--- src/rtl/rtc_bus_cycle_if.sv ---
// Host-side request/response bundle for the RTC multiplexed-bus cycle engine.
interface rtc_bus_cycle_if;
  logic       req;
  logic       wr;
  logic [7:0] addr;
  logic [7:0] wdata;
  logic       busy;
  logic       done;
  logic [7:0] rdata;

  modport master (output req, wr, addr, wdata, input busy, done, rdata);
  modport slave  (input req, wr, addr, wdata, output busy, done, rdata);
endinterface

--- src/rtl/rtc_bus_cycle.sv ---
// Runs one address-then-data cycle on a multiplexed RTC bus (AD/CS/RD/WR strobes),
// with per-phase dwell timed by a single reloadable down-counter.
module rtc_bus_cycle #(
  parameter int unsigned T_SETUP = 2,
  parameter int unsigned T_PULSE = 10,
  parameter int unsigned T_HOLD  = 2,
  parameter int unsigned T_REC   = 4
) (
  input  logic             clk,
  input  logic             rst,
  rtc_bus_cycle_if.slave   host,
  output logic             AD,
  output logic             CS,
  output logic             RD,
  output logic             WR,
  output logic [7:0]       bus_out,
  output logic             bus_oe,
  input  logic [7:0]       bus_in
);

  localparam int unsigned CW = 8;
  localparam int unsigned DW = 8;

  // Counter reload values are dwell-1; a zero dwell is treated as one cycle.
  localparam logic [CW-1:0] LD_SETUP = CW'((T_SETUP == 0) ? 0 : T_SETUP - 1);
  localparam logic [CW-1:0] LD_PULSE = CW'((T_PULSE == 0) ? 0 : T_PULSE - 1);
  localparam logic [CW-1:0] LD_HOLD  = CW'((T_HOLD  == 0) ? 0 : T_HOLD  - 1);
  localparam logic [CW-1:0] LD_REC   = CW'((T_REC   == 0) ? 0 : T_REC   - 1);

  typedef enum logic [2:0] {
    IDLE, A_SET, A_STB, A_HLD, D_SET, D_STB, D_HLD, REC
  } state_e;

  state_e          state_q, state_d;
  logic [CW-1:0]   cnt_q, cnt_d;
  logic            cyc_wr_q, cyc_wr_d;
  logic [DW-1:0]   cyc_addr_q, cyc_addr_d;
  logic [DW-1:0]   cyc_wdata_q, cyc_wdata_d;
  logic [DW-1:0]   rdata_q, rdata_d;
  logic            done_q, done_d;
  logic            busy_q, busy_d;
  logic            ad_q, ad_d;
  logic            cs_q, cs_d;
  logic            rd_q, rd_d;
  logic            wrs_q, wrs_d;
  logic            bus_oe_q, bus_oe_d;
  logic [DW-1:0]   bus_out_q, bus_out_d;

  function automatic logic [CW-1:0] reload(input state_e s);
    case (s)
      A_SET, D_SET: return LD_SETUP;
      A_STB, D_STB: return LD_PULSE;
      A_HLD, D_HLD: return LD_HOLD;
      REC:          return LD_REC;
      default:      return '0;
    endcase
  endfunction

  function automatic state_e next_phase(input state_e s);
    case (s)
      A_SET:   return A_STB;
      A_STB:   return A_HLD;
      A_HLD:   return D_SET;
      D_SET:   return D_STB;
      D_STB:   return D_HLD;
      D_HLD:   return REC;
      default: return IDLE;
    endcase
  endfunction

  // Sequencing, then strobes derived from the next state so every pin is a flop.
  always_comb begin
    state_d     = state_q;
    cnt_d       = cnt_q;
    cyc_wr_d    = cyc_wr_q;
    cyc_addr_d  = cyc_addr_q;
    cyc_wdata_d = cyc_wdata_q;
    rdata_d     = rdata_q;
    done_d      = 1'b0;

    if (state_q == IDLE) begin
      if (host.req) begin
        state_d     = A_SET;
        cyc_wr_d    = host.wr;
        cyc_addr_d  = host.addr;
        cyc_wdata_d = host.wdata;
      end
    end else if (cnt_q == '0) begin
      state_d = next_phase(state_q);
      if ((state_q == D_STB) && !cyc_wr_q) rdata_d = bus_in;
      if (state_q == REC) done_d = 1'b1;
    end else begin
      cnt_d = cnt_q - CW'(1);
    end

    if (state_d != state_q) cnt_d = reload(state_d);

    busy_d    = (state_d != IDLE);
    ad_d      = (state_d != A_STB);
    cs_d      = (state_d == IDLE) || (state_d == REC);
    rd_d      = !((state_d == D_STB) && !cyc_wr_d);
    wrs_d     = !((state_d == D_STB) && cyc_wr_d);
    bus_oe_d  = 1'b0;
    bus_out_d = bus_out_q;
    case (state_d)
      A_SET, A_STB, A_HLD: begin
        bus_oe_d  = 1'b1;
        bus_out_d = cyc_addr_d;
      end
      D_SET, D_STB, D_HLD: begin
        if (cyc_wr_d) begin
          bus_oe_d  = 1'b1;
          bus_out_d = cyc_wdata_d;
        end
      end
      default: ;
    endcase
  end

  always_ff @(posedge clk or posedge rst) begin
    if (rst) begin
      state_q     <= IDLE;
      cnt_q       <= '0;
      cyc_wr_q    <= 1'b0;
      cyc_addr_q  <= '0;
      cyc_wdata_q <= '0;
      rdata_q     <= '0;
      done_q      <= 1'b0;
      busy_q      <= 1'b0;
      ad_q        <= 1'b1;
      cs_q        <= 1'b1;
      rd_q        <= 1'b1;
      wrs_q       <= 1'b1;
      bus_oe_q    <= 1'b0;
      bus_out_q   <= '0;
    end else begin
      state_q     <= state_d;
      cnt_q       <= cnt_d;
      cyc_wr_q    <= cyc_wr_d;
      cyc_addr_q  <= cyc_addr_d;
      cyc_wdata_q <= cyc_wdata_d;
      rdata_q     <= rdata_d;
      done_q      <= done_d;
      busy_q      <= busy_d;
      ad_q        <= ad_d;
      cs_q        <= cs_d;
      rd_q        <= rd_d;
      wrs_q       <= wrs_d;
      bus_oe_q    <= bus_oe_d;
      bus_out_q   <= bus_out_d;
    end
  end

  assign host.busy  = busy_q;
  assign host.done  = done_q;
  assign host.rdata = rdata_q;
  assign AD         = ad_q;
  assign CS         = cs_q;
  assign RD         = rd_q;
  assign WR         = wrs_q;
  assign bus_oe     = bus_oe_q;
  assign bus_out    = bus_out_q;

endmodule

--- src/flat_wrapper.sv ---
// flat-port wrapper written by rule: the top's interface ports become plain ports
module rtc_bus_cycle_flat 
#(
  parameter int unsigned T_SETUP = 2,
  parameter int unsigned T_PULSE = 10,
  parameter int unsigned T_HOLD  = 2,
  parameter int unsigned T_REC   = 4
)
  (clk, rst, AD, CS, RD, WR, bus_out, bus_oe, bus_in, host_req, host_wr, host_addr, host_wdata, host_busy, host_done, host_rdata);
  rtc_bus_cycle_if host_i ();
  input  logic clk;
  input  logic rst;
  output logic AD;
  output logic CS;
  output logic RD;
  output logic WR;
  output logic [7:0] bus_out;
  output logic bus_oe;
  input  logic [7:0] bus_in;
  input wire logic [$bits(host_i.req)-1:0] host_req;
  input wire logic [$bits(host_i.wr)-1:0] host_wr;
  input wire logic [$bits(host_i.addr)-1:0] host_addr;
  input wire logic [$bits(host_i.wdata)-1:0] host_wdata;
  output wire logic [$bits(host_i.busy)-1:0] host_busy;
  output wire logic [$bits(host_i.done)-1:0] host_done;
  output wire logic [$bits(host_i.rdata)-1:0] host_rdata;
  assign host_i.req = host_req;
  assign host_i.wr = host_wr;
  assign host_i.addr = host_addr;
  assign host_i.wdata = host_wdata;
  assign host_busy = host_i.busy;
  assign host_done = host_i.done;
  assign host_rdata = host_i.rdata;
  rtc_bus_cycle #(.T_SETUP(T_SETUP), .T_PULSE(T_PULSE), .T_HOLD(T_HOLD), .T_REC(T_REC)) u_core (.clk(clk), .rst(rst), .host(host_i), .AD(AD), .CS(CS), .RD(RD), .WR(WR), .bus_out(bus_out), .bus_oe(bus_oe), .bus_in(bus_in));
endmodule
--- config.mk ---
export PLATFORM = sky130hd
export DESIGN_NAME = rtc_bus_cycle_flat
export DESIGN_NICKNAME = d
export VERILOG_FILES = /design/src/rtl/rtc_bus_cycle_if.sv /design/src/rtl/rtc_bus_cycle.sv /design/src/flat_wrapper.sv
export SDC_FILE = /design/constraint.sdc
export NUM_CORES = 1
export LEC_CHECK = 0
export BUFFER_PORTS_ARGS = -buffer_cell sky130_fd_sc_hd__buf_2
export CAP_MARGIN = 20
export CELL_PAD_IN_SITES_DETAIL_PLACEMENT = 0
export CELL_PAD_IN_SITES_GLOBAL_PLACEMENT = 2
export CORE_MARGIN = 1.5
export CORE_UTILIZATION = 37
export CTS_BUF_LIST = sky130_fd_sc_hd__clkbuf_2 sky130_fd_sc_hd__clkbuf_4 sky130_fd_sc_hd__clkbuf_8
export CTS_CLUSTER_SIZE = 12
export DETAILED_ROUTE_END_ITERATION = 12
export GPL_TIMING_DRIVEN = 1
export PLACE_DENSITY = 0.82
export SLEW_MARGIN = 20
export SYNTH_ARGS = -nofsm -noshare
export SYNTH_HDL_FRONTEND = slang
export SYNTH_SLANG_ARGS = --single-unit
--- constraint.sdc ---
create_clock -name clk -period 3.1 [get_ports clk]
set_input_delay 0.31 -clock clk [delete_from_list [all_inputs] [get_ports clk]]
set_output_delay 0.31 -clock clk [all_outputs]
set_load 0.01 [all_outputs]
# After elaboration in Yosys (flattened, before gate mapping)
# Cells that the tools add are included.
op_classes:
  add_sub_neg: 1
  n_eq_ne: 19
  mux: 21
  bitwise_logic: 1
  reduce_logical: 20
ops:
  columns: ["op", "n"]
  rows:
  - ["two-way mux 8 bit", 8]
  - ["== test 3 bit (second input constant)", 8]
  - ["case mux 3 bit (6 select lines)", 1]
  - ["case mux 8 bit (2 select lines)", 1]
  - ["== test 3 x 2 -> 1 bit (second input constant)", 4]
  - ["case mux 4 bit (3 select lines)", 1]
  - ["two-way mux 3 bit", 3]
  - ["logical NOT 8 bit", 1]
  - ["subtractor 8 x 1 -> 8 bit (second input constant)", 1]
  - ["== test 3 x 1 -> 1 bit (second input constant)", 2]
  - ["logical NOT 3 bit", 2]
  - ["two-way mux 1 bit", 6]
  - ["OR reduction 3 bit", 2]
  - ["logical NOT 1 bit", 4]
  - ["inequality test 2 bit (second input constant)", 2]
  - ["AND reduction 2 bit", 2]
  - ["OR reduction 4 bit", 1]
  - ["logical AND 1 bit", 3]
  - ["inequality test 3 x 2 -> 1 bit (second input constant)", 1]
  - ["inequality test 3 bit", 1]
  - ["AND reduction 3 bit", 1]
  - ["nonzero test 3 bit", 1]
  - ["inequality test 2 x 1 -> 1 bit (second input constant)", 1]
  - ["case mux 1 bit (2 select lines)", 1]
  - ["other kinds (4)", 4]
totals:
  register_bits: 51
  inputBits: 28
  out_inout_bits: 23
  elab_cells: 76

# Logic depth before layout (Yosys ltp)
# Gate-level depths: netlist (run 1).
depth:
  depth_word: 8
  depth_mapped: 8
  depth_no_buf: 6

# Worst setup path after synthesis (run 1)
# OpenSTA, ideal clock, no wires.
synth_path:
  path_type: "register to register"
  start: "reg u_core.cnt_q[0]"
  end: "reg u_core.bus_out_q[0] (netlist: u_core.bus_out[0])"
  setup_ns: 0.128
  arrival_ns: 2.112
  t_required_ns: 2.972
  path_slack_ns: 0.859
  path_stages_with_launch: 9
  n_path_buf: 2
  synth_period_minus_slack_ns: 2.241
  cell_sequence: "dfrtp_1 inv_1 ha_1 or3b_2 clkbuf_1 or4_4 buf_6 a21oi_1 o31ai_1"
synth_between:
  elab_chain_len: 7
  elab_cells_between_ends: 15
  classes_between: "7 x eq/ne; 3 x mux; 5 x reduce/logical"
synth_rtl:
  columns: ["element", "line_no", "rtl"]
  rows:
  - ["from (decl)", "rtc_bus_cycle.sv:35", "logic [CW-1:0] cnt_q, cnt_d;"]
  - ["from (signal assigned)", "rtc_bus_cycle.sv:138", "cnt_q <= cnt_d;"]
  - ["logical NOT 8 bit *", "rtc_bus_cycle.sv:88", "end else if (cnt_q == '0) begin"]
  - ["two-way mux 3 bit *", "rtc_bus_cycle.sv:88", null]
  - ["two-way mux 3 bit *", "rtc_bus_cycle.sv:81", "if (state_q == IDLE) begin"]
  - ["== test 3 bit (tied with other cells)", "rtc_bus_cycle.sv:105", "case (state_d)"]
  - ["OR reduction 3 bit", "rtc_bus_cycle.sv:105", null]
  - ["inequality test 2 x 1 -> 1 bit (no line) or nonzero test 2 bit (tied branches)", null, null]
  - ["AND reduction 2 bit (no line)", null, null]
  - ["to (signal assigned)", "rtc_bus_cycle.sv:150", "bus_out_q <= bus_out_d;"]
  - ["to (decl)", "rtc_bus_cycle.sv:47", "logic [DW-1:0] bus_out_q, bus_out_d;"]
# Mark *: on every way between the ends. The rest lies on a longest branch, timed or not.
# A chain may end at the register's enable or synchronous reset.

# Final worst setup path (run 1)
layout_path:
  start: "reg u_core.cnt_q[0]"
  end: "reg u_core.rdata_q[2] (netlist: u_core.host.rdata[2])"
layout_between:
  elab_chain_len: 2
layout_rtl:
  columns: ["element", "line_no", "rtl"]
  rows:
  - ["logical NOT 8 bit", "rtc_bus_cycle.sv:88", null]
  - ["AND reduction 3 bit (no line)", null, null]
  - ["to (signal assigned)", "rtc_bus_cycle.sv:142", "rdata_q <= rdata_d;"]
  - ["to (decl)", "rtc_bus_cycle.sv:39", "logic [DW-1:0] rdata_q, rdata_d;"]
# No other way between the ends.

==> results.sh, run 1 <==
export IMPL_run_status="finished, final reports clean"
export IMPL_postCtsSetupBuffers=0
export IMPL_post_route_util_pct=45.7
export IMPL_dpl_instance_area_sq_mm=0.00278
export IMPL_worst_slew_pin_slew_ns=0.896
export IMPL_synth_avg_cell_area_sq_um=11.9
export IMPL_fp_dieArea_sq_mm=0.00717
export IMPL_antenna_cells_inserted=0
export IMPL_ys_seq_elements=51
export IMPL_ys_warn_count=0
export IMPL_reg2reg_launch_point="u_core.cnt_q[0]$_DFFE_PP0P_"
export IMPL_synth_async_reset_ratio_pct=100
export IMPL_tritoncts="done"
export IMPL_fin_skew_ns=0.00973
export IMPL_tritoncts_num_sinks=51
export IMPL_drt_wirelength_per_cell_microns=15.7
export IMPL_fin_nets=288
export IMPL_root_buf_cell="sky130_fd_sc_hd__clkbuf_8"
export IMPL_worst_endpoint_arrival_ns=2.66
export IMPL_finalHoldViolCount=0
export IMPL_crit_type="flop to flop"
export IMPL_synthCells=207
export IMPL_part_of_the_yosys_area_used_for_sequential_elements_pct=51.9
export IMPL_num_io_pins=51
export IMPL_ys_top_cells_by_area="sky130_fd_sc_hd__dfrtp_1 (48%), sky130_fd_sc_hd__mux2_2 (7.3%), sky130_fd_sc_hd__mux2_4 (4.9%)"
export IMPL_irDropWorstVdd_v=0.000175
export IMPL_timing_setup_tns_ns=0
export IMPL_drc_errors=0
export IMPL_first_iter_violations=57
export IMPL_crit_fanout=8
export IMPL_fin_crit_ns=2.47
export IMPL_dp_hpwl_mm=3.65
export IMPL_grt_antenna_before_repair=0
export IMPL_vias=1777
export IMPL_die_w_microns=84.7
export IMPL_worstSetupStartpoint="u_core.cnt_q[0]$_DFFE_PP0P_"
export IMPL_worst_path_largest_cell_delay_ns=0.75
export IMPL_final_antenna_net_count=0
export IMPL_post_synth_top_area_fraction_pct=47.6
export IMPL_placeableCoreArea_sq_mm=0.00639
export IMPL_number_of_global_route_vias_before_repair=1763
export IMPL_maximum_number_of_pins_on_one_net_before_global_route_repair=52
export IMPL_setup_viol_count_final=0
export IMPL_fraction_of_final_layout_cells_with_drive_strength_greater_than_1_pct=40.5
export IMPL_timing_slew_headroom_pct=40.3
export IMPL_synthesis_nets=237
export IMPL_ctsResizeCount=0
export IMPL_reg_clk_slew_reported_paths_ns=0.09
export IMPL_postSynth_topFlopCell="sky130_fd_sc_hd__dfrtp_1"
export IMPL_p_leak_nw=1.29
export IMPL_cap_violations=0
export IMPL_place_port_buffers=50
export IMPL_setup_worst_path_start_class="flop"
export IMPL_syn_area_sq_mm=0.00247
export IMPL_number_of_enable_flip_flop_cells_after_synthesis=0
export IMPL_cell_taking_the_most_area_after_synthesis="sky130_fd_sc_hd__dfrtp_1"
export IMPL_post_route_period_util_pct=79.6
export IMPL_synthToLayoutAreaGrowth_pct=18.1
export IMPL_timing_max_transition_violations_final=0
export IMPL_critical_path_endpoint_type="flop"
export IMPL_drt_vias_per_instance=5.29
export IMPL_timing_critical_path_required_ns=3.29
export IMPL_h_tree_depth=2
export IMPL_floorplan_initialDensity_pct=38.7
export IMPL_postLayoutCellArea_sq_mm=0.00292
export IMPL_rd_place_congestion=0.807
export IMPL_grt_pass1_wl_mm=8.74
export IMPL_post_cts_hold_buffer_count=0
export IMPL_worst_path_max_delay_cell="sky130_fd_sc_hd__or4_1"
export IMPL_insertion_delay_ns=0.30
export IMPL_chipHeight_microns=84.7
export IMPL_cts_buffers=5
export IMPL_gr_total_overflow=0
export IMPL_drt_pre_antenna_iters=4
export IMPL_worstPathCellList="inv_1 -> ha_1 -> nor3b_2 -> nand2_2 -> or4_1 -> mux2_4"
export IMPL_rsz0062_at_grt="false"
export IMPL_max_clock_path_buffers=2
export IMPL_totalPowerFinal_w=0.00133
export IMPL_drt_wl_total_mm=5.29
export IMPL_yosysUniqueCellTypes=48
export IMPL_grtUsageTotal_pct=15.5
export IMPL_fmaxAchievable_mhz=405
export IMPL_hold_class="input pin to async pin"
export IMPL_hold_worst_slack_ns=0.152
export IMPL_power_density_mw_per_mm2=456
export IMPL_std_cell_rows=29
==> metrics by stage <==
step                instances  worst slack, ns
floorplan                 207            0.859
global placement          328            0.721
detailed placement        328            0.652
CTS                       336            0.642
global route              336            0.503
finish                    336            0.631
==> per-layer routing <==
layer	vias up	wire, microns	global-route usage (%)
met5	-	0	0
met4	0	74	6.16
met3	5	234	2.85
met2	38	2410	23.8
met1	868	2570	21.7
li1	866	-	-
==> registers in the layout (all words and copies together), names as in the netlist <==
name	flops
u_core.state_q	3
u_core.host.rdata	8
u_core.bus_out	8
u_core.AD	1
u_core.RD	1
u_core.cyc_wdata_q	8
u_core.cnt_q	8
u_core.host.done	1
u_core.CS	1
u_core.cyc_wr_q	1
u_core.bus_oe	1
u_core.cyc_addr_q	8
u_core.WR	1
u_core.host.busy	1
==> logic make-up after synthesis <==
logic type                 after synthesis  synth area share (%)
adders and majority gates                2                  1.01
muxes                                   25                  12.6
xor gates and xnor gates                 2                 0.709
DFF                                     51                  51.9
buffers and inverters                   18                  4.31
AOI/OAI and AO/OA                       58                  16.2
and+or+nand+nor                         51                  13.3
==> cell usage after synthesis (2+ instances only) <==
library cell and n:
sky130_fd_sc_hd__nor2_1 8, sky130_fd_sc_hd__or4_4 2, sky130_fd_sc_hd__xnor2_1 2, sky130_fd_sc_hd__nor4_4 2
sky130_fd_sc_hd__nand3_1 3, sky130_fd_sc_hd__mux2_4 8, sky130_fd_sc_hd__dfrtp_1 47, sky130_fd_sc_hd__buf_4 2
sky130_fd_sc_hd__a21oi_1 15, sky130_fd_sc_hd__ha_1 2, sky130_fd_sc_hd__buf_6 4, sky130_fd_sc_hd__or4_1 3
sky130_fd_sc_hd__o31ai_1 8, sky130_fd_sc_hd__o21ai_0 20, sky130_fd_sc_hd__clkbuf_1 3, sky130_fd_sc_hd__nand2_1 5
sky130_fd_sc_hd__dfstp_2 4, sky130_fd_sc_hd__mux2_2 16, sky130_fd_sc_hd__inv_1 8, sky130_fd_sc_hd__nor3_1 17
==> critical path, delay by kind of cell, from the launching register on <==
kind / cells / cell delay, ns
and+or+nand+nor: 3 / 1.29
DFF: 1 / 0.44
muxes: 1 / 0.38
adders and majority gates: 1 / 0.15
buffers and inverters: 1 / 0.10
==> final timing paths <==
check                                                    to  slack [ns]  cells after the start
hold reg to reg              u_core.cyc_addr_q[1]$_DFF_PP0_        0.51                      1
hold / removal             u_core.host.rdata[5]$_DFFE_PP0P_        0.15                      2
min in group clk           u_core.host.rdata[2]$_DFFE_PP0P_        0.23                      2
max in group asynchronous     u_core.bus_out[7]$_DFFE_PP0P_        2.40                      2
setup reg to reg           u_core.host.rdata[2]$_DFFE_PP0P_        0.63                      6
setup / recovery           u_core.host.rdata[2]$_DFFE_PP0P_        0.63                      6
==> placed cells by master, fill, tap and decap left out, types with 2 or more instances in the layout <==
cell type	count
sky130_fd_sc_hd__nor2_1	8
sky130_fd_sc_hd__buf_4	4
sky130_fd_sc_hd__nand3_1	3
sky130_fd_sc_hd__nor4_4	2
sky130_fd_sc_hd__mux2_2	16
sky130_fd_sc_hd__nor3_1	17
sky130_fd_sc_hd__clkbuf_8	5
sky130_fd_sc_hd__dfrtp_1	47
sky130_fd_sc_hd__o21ai_0	20
sky130_fd_sc_hd__o31ai_1	8
sky130_fd_sc_hd__bufinv_16	2
sky130_fd_sc_hd__or4_4	2
sky130_fd_sc_hd__nand2_1	5
sky130_fd_sc_hd__ha_1	2
sky130_fd_sc_hd__mux2_4	8
sky130_fd_sc_hd__buf_2	50
sky130_fd_sc_hd__xnor2_1	2
sky130_fd_sc_hd__a21oi_1	15
sky130_fd_sc_hd__inv_1	7
sky130_fd_sc_hd__dfstp_2	4
sky130_fd_sc_hd__or4_1	3
==> report_power, final <==
part | total, W | internal (W) | switching (W)
clock | 0.000549 | 0.000331 | 0.000218
sequential | 0.000696 | 0.000687 | 0.00000901
combinational | 0.0000842 | 0.0000409 | 0.0000433
==> layout make-up <==
class,instances,area [sq um]
fill,604,3470
timing repair buffer,54,280
tap,77,96.3
sequential,51,1280
clock buffer,6,76.3
multi-input combinational,138,1090
clock inverter,2,60.1
inverter,8,31.3
No activity file was read; power rests on OpenSTA's default activity.
==> inputs of run 2 (changes only) <==
--- a/config.mk
+++ b/config.mk
@@ -5,12 +5,13 @@
 export SDC_FILE = /design/constraint.sdc
 export NUM_CORES = 1
 export LEC_CHECK = 0
+export ABC_AREA = 1
 export BUFFER_PORTS_ARGS = -buffer_cell sky130_fd_sc_hd__buf_2
 export CAP_MARGIN = 20
 export CELL_PAD_IN_SITES_DETAIL_PLACEMENT = 0
 export CELL_PAD_IN_SITES_GLOBAL_PLACEMENT = 2
 export CORE_MARGIN = 1.5
-export CORE_UTILIZATION = 37
+export CORE_UTILIZATION = 34
 export CTS_BUF_LIST = sky130_fd_sc_hd__clkbuf_2 sky130_fd_sc_hd__clkbuf_4 sky130_fd_sc_hd__clkbuf_8
 export CTS_CLUSTER_SIZE = 12
 export DETAILED_ROUTE_END_ITERATION = 12
==> constraint.sdc (replaced) <==
create_clock -name clk -period 2.4 [get_ports clk]
set_input_delay 0.24 -clock clk [delete_from_list [all_inputs] [get_ports clk]]
set_output_delay 0.24 -clock clk [all_outputs]
set_load 0.01 [all_outputs]
==> run 2 against run 1 <==
Compared with the run above: via count is 5.9% higher; design area is 0.99% lower; utilization is 3.9 points lower; register-to-register slack worse by 0.06 ns; fmax is 35% higher; highest routed layer unchanged.
==> results.sh, run 2 <==
export IMPL_internal_power_w=0.00215
export IMPL_part_of_the_yosys_area_used_for_sequential_elements_pct=52.1
export IMPL_fmaxAchievable_mhz=546
export IMPL_ys_warn_count=0
export IMPL_tritoncts_num_sinks=51
export IMPL_drt_pre_antenna_iters=4
export IMPL_crit_type="flop to flop"
export IMPL_postSynth_topFlopCell="sky130_fd_sc_hd__dfrtp_1"
export IMPL_reg_clk_slew_reported_paths_ns=0.09
export IMPL_synth_async_reset_ratio_pct=100
export IMPL_timing_slew_headroom_pct=57.6
export IMPL_synthesis_nets=300
export IMPL_ff2ff_path_depth=12
export IMPL_place_port_buffers=50
export IMPL_fin_nets=353
export IMPL_hold_class="input pin to async pin"
export IMPL_finalNonFillerCells=420
export IMPL_chipHeight_microns=88.0
export IMPL_drt_vias_per_instance=4.48
export IMPL_synth_avg_cell_area_sq_um=9.10
export IMPL_syn_area_sq_mm=0.00246
export IMPL_cell_taking_the_most_area_after_synthesis="sky130_fd_sc_hd__dfrtp_1"
export IMPL_seq_power_share_pct=39.3
export IMPL_run_status="finished, final reports clean"
export IMPL_ctsResizeCount=0
export IMPL_number_of_global_route_vias_before_repair=1738
export IMPL_dpl_instance_area_sq_mm=0.00279
export IMPL_placeableCoreArea_sq_mm=0.00691
export IMPL_maximum_number_of_pins_on_one_net_before_global_route_repair=52
export IMPL_postCtsSetupBuffers=0
export IMPL_setup_viol_count_final=0
export IMPL_power_frac_comb_pct=47.3
export IMPL_p_sw_share_pct=43.5
export IMPL_timing_critical_path_required_ns=2.64
export IMPL_synthToLayoutAreaGrowth_pct=17.5
export IMPL_max_clock_path_buffers=2
export IMPL_die_w_microns=88.0
export IMPL_reg2reg_launch_point="u_core.cnt_q[0]$_DFFE_PP0P_"
export IMPL_mostFrequentLayoutCell="sky130_fd_sc_hd__nand2_1"
export IMPL_ys_seq_elements=51
export IMPL_critical_path_endpoint_type="flop"
export IMPL_floorplan_initialDensity_pct=35.6
export IMPL_std_cell_rows=30
export IMPL_first_iter_violations=124
export IMPL_yosysUniqueCellTypes=30
export IMPL_number_of_enable_flip_flop_cells_after_synthesis=0
export IMPL_gr_total_overflow=0
export IMPL_finalHoldViolCount=0
export IMPL_timing_max_transition_violations_final=0
export IMPL_tritoncts="done"
export IMPL_final_antenna_net_count=0
export IMPL_cts_buffers=5
export IMPL_worst_slew_pin_slew_ns=0.636
export IMPL_post_synth_top_area_fraction_pct=47.9
export IMPL_drc_errors=0
export IMPL_dp_hpwl_mm=3.90
export IMPL_synthCells=270
export IMPL_h_tree_depth=2
export IMPL_drt_wirelength_per_cell_microns=12.8
export IMPL_switching_power_w=0.00166
export IMPL_power_density_mw_per_mm2=1320
export IMPL_grt_pass1_wl_mm=8.76
export IMPL_timing_setup_tns_ns=0
export IMPL_share_clk_of_total_power_pct=13.5
export IMPL_insertion_delay_ns=0.30
export IMPL_dp_cells=412
export IMPL_grt_antenna_before_repair=0
export IMPL_postLayoutCellArea_sq_mm=0.00289
export IMPL_ys_top_cells_by_area="sky130_fd_sc_hd__dfrtp_1 (48%), sky130_fd_sc_hd__nand2_1 (13%), sky130_fd_sc_hd__nand3_1 (9.0%)"
export IMPL_setup_worst_path_start_class="flop"
export IMPL_fin_skew_ns=0.00624
export IMPL_p_leak_nw=1.54
export IMPL_post_cts_hold_buffer_count=0
export IMPL_rsz0062_at_grt="false"
export IMPL_cap_violations=0
export IMPL_post_route_period_util_pct=76.2
export IMPL_worst_endpoint_arrival_ns=2.07
export IMPL_netlist_top_cells_count="sky130_fd_sc_hd__nand2_1 (82), sky130_fd_sc_hd__dfrtp_1 (47), sky130_fd_sc_hd__nand3_1 (44)"
export IMPL_drt_wl_total_mm=5.36
export IMPL_root_buf_cell="sky130_fd_sc_hd__clkbuf_8"
export IMPL_register_to_register_setup_slack_ns=0.57
export IMPL_rd_place_congestion=0.779
export IMPL_regToRegEndpoint="u_core.bus_out[0]$_DFFE_PP0P_"
export IMPL_crit_fanout=11
export IMPL_synth_most_common_cell="sky130_fd_sc_hd__nand2_1"
export IMPL_final_cell_mix="sky130_fd_sc_hd__nand2_1 (82), sky130_fd_sc_hd__buf_2 (50), sky130_fd_sc_hd__dfrtp_1 (47)"
export IMPL_num_io_pins=51
export IMPL_fp_dieArea_sq_mm=0.00775
export IMPL_antenna_cells_inserted=0
export IMPL_post_route_util_pct=41.8
export IMPL_fraction_of_final_layout_cells_with_drive_strength_greater_than_1_pct=31.5
export IMPL_vias=1882
export IMPL_irDropWorstVdd_v=0.000359
export IMPL_fin_crit_ns=1.83
export IMPL_grtUsageTotal_pct=14.9
[run 2: cell count changes in the layout (fill, tap and decap cells not counted), moves of 8 or more]
cell | previous run | this run
sky130_fd_sc_hd__mux2_4 | 8 | 0
sky130_fd_sc_hd__mux2_2 | 16 | 8
sky130_fd_sc_hd__nand2_1 | 5 | 82
sky130_fd_sc_hd__nor3_1 | 17 | 2
sky130_fd_sc_hd__o31ai_1 | 8 | 0
sky130_fd_sc_hd__a21oi_1 | 15 | 5
sky130_fd_sc_hd__inv_1 | 7 | 16
sky130_fd_sc_hd__o21ai_0 | 20 | 4
sky130_fd_sc_hd__nand3_1 | 3 | 44
[run 2: how the worst max path moves through the flow]
| stage | from | endpoint | cells past startpoint |
|---|---|---|---|
| 4_1_cts | u_core.cnt_q[0]$_DFFE_PP0P_ | u_core.bus_out[2]$_DFFE_PP0P_ | 12 |
| 5_1_grt | u_core.cnt_q[0]$_DFFE_PP0P_ | u_core.bus_out[7]$_DFFE_PP0P_ | 12 |
| 3_3_place_gp | u_core.cnt_q[0]$_DFFE_PP0P_ | u_core.bus_out[4]$_DFFE_PP0P_ | 12 |
| 2_1_floorplan | u_core.cnt_q[0]$_DFFE_PP0P_ | u_core.bus_out[0]$_DFFE_PP0P_ | 14 |
| 6_report | u_core.cnt_q[0]$_DFFE_PP0P_ | u_core.bus_out[0]$_DFFE_PP0P_ | 12 |
| 3_5_place_dp | u_core.cnt_q[0]$_DFFE_PP0P_ | u_core.bus_out[1]$_DFFE_PP0P_ | 12 |
[run 2: final cells by class]
cell class,count,area [sq um]
fillers,754,4020
flip-flops and latches,51,1280
multi-input cells,191,1040
repair buffers,52,265
well taps,96,120
clock buffers,7,90.1
inverters,22,82.6
clock inverters,1,5.00
[run 2: critical path, stage by stage (launching register included)]
cell	delay, ns
sky130_fd_sc_hd__dfrtp_1	0.37
sky130_fd_sc_hd__inv_1	0.13
sky130_fd_sc_hd__ha_1	0.18
sky130_fd_sc_hd__nand2_2	0.10
sky130_fd_sc_hd__inv_1	0.07
sky130_fd_sc_hd__nand2_1	0.09
sky130_fd_sc_hd__nand2_1	0.11
sky130_fd_sc_hd__nand2_4	0.08
sky130_fd_sc_hd__inv_2	0.20
sky130_fd_sc_hd__nand3_4	0.18
sky130_fd_sc_hd__nand2_4	0.14
sky130_fd_sc_hd__nand2_1	0.06
sky130_fd_sc_hd__nand2_1	0.06
[run 2: cell families (layout without fill, tap and decap cells)]
| group | after synthesis | in the layout | share of synthesized area [%] |
|---|---|---|---|
| adder cells (fa/ha/maj) | 2 | 2 | 1.02 |
| AO/OA/AOI/OAI | 14 | 14 | 3.31 |
| flip-flops | 51 | 51 | 52.1 |
| buffers and inverters | 28 | 82 | 5.40 |
| multiplexers | 8 | 8 | 3.67 |
| AND/OR/NAND/NOR | 165 | 165 | 33.8 |
| XOR/XNOR | 2 | 2 | 0.713 |
[run 2: routing by layer]
layer  up-vias  GRT usage (%)  part of all wire [%]
met4         0           4.26                   1.2
met1       863           21.7                    49
met2        41           22.3                    45
met3         5           3.20                   4.3
met5         -              0                     0
li1        973              -                     -
[run 2: through the flow]
step / worst slack, ns / total power (W) / hold slack (ns)
4_1_cts: 0.543 / 0.00387 / 0.123
2_1_floorplan: 0.841 / 0.00287 / 0.391
3_5_place_dp: 0.585 / 0.00334 / 0.456
6_report: 0.570 / 0.00381 / 0.105
3_3_place_gp: 0.573 / 0.00332 / 0.452
5_1_grt: 0.331 / 0.00418 / 0.153
[run 2: power groups by stage]
stage               clock (W)  combinational [W]  sequential, W
floorplan                   0            0.00135        0.00153
global placement            0            0.00182        0.00150
detailed placement          0            0.00182        0.00151
CTS                  0.000540            0.00183        0.00150
global route         0.000570            0.00207        0.00155
finish               0.000513            0.00180        0.00150
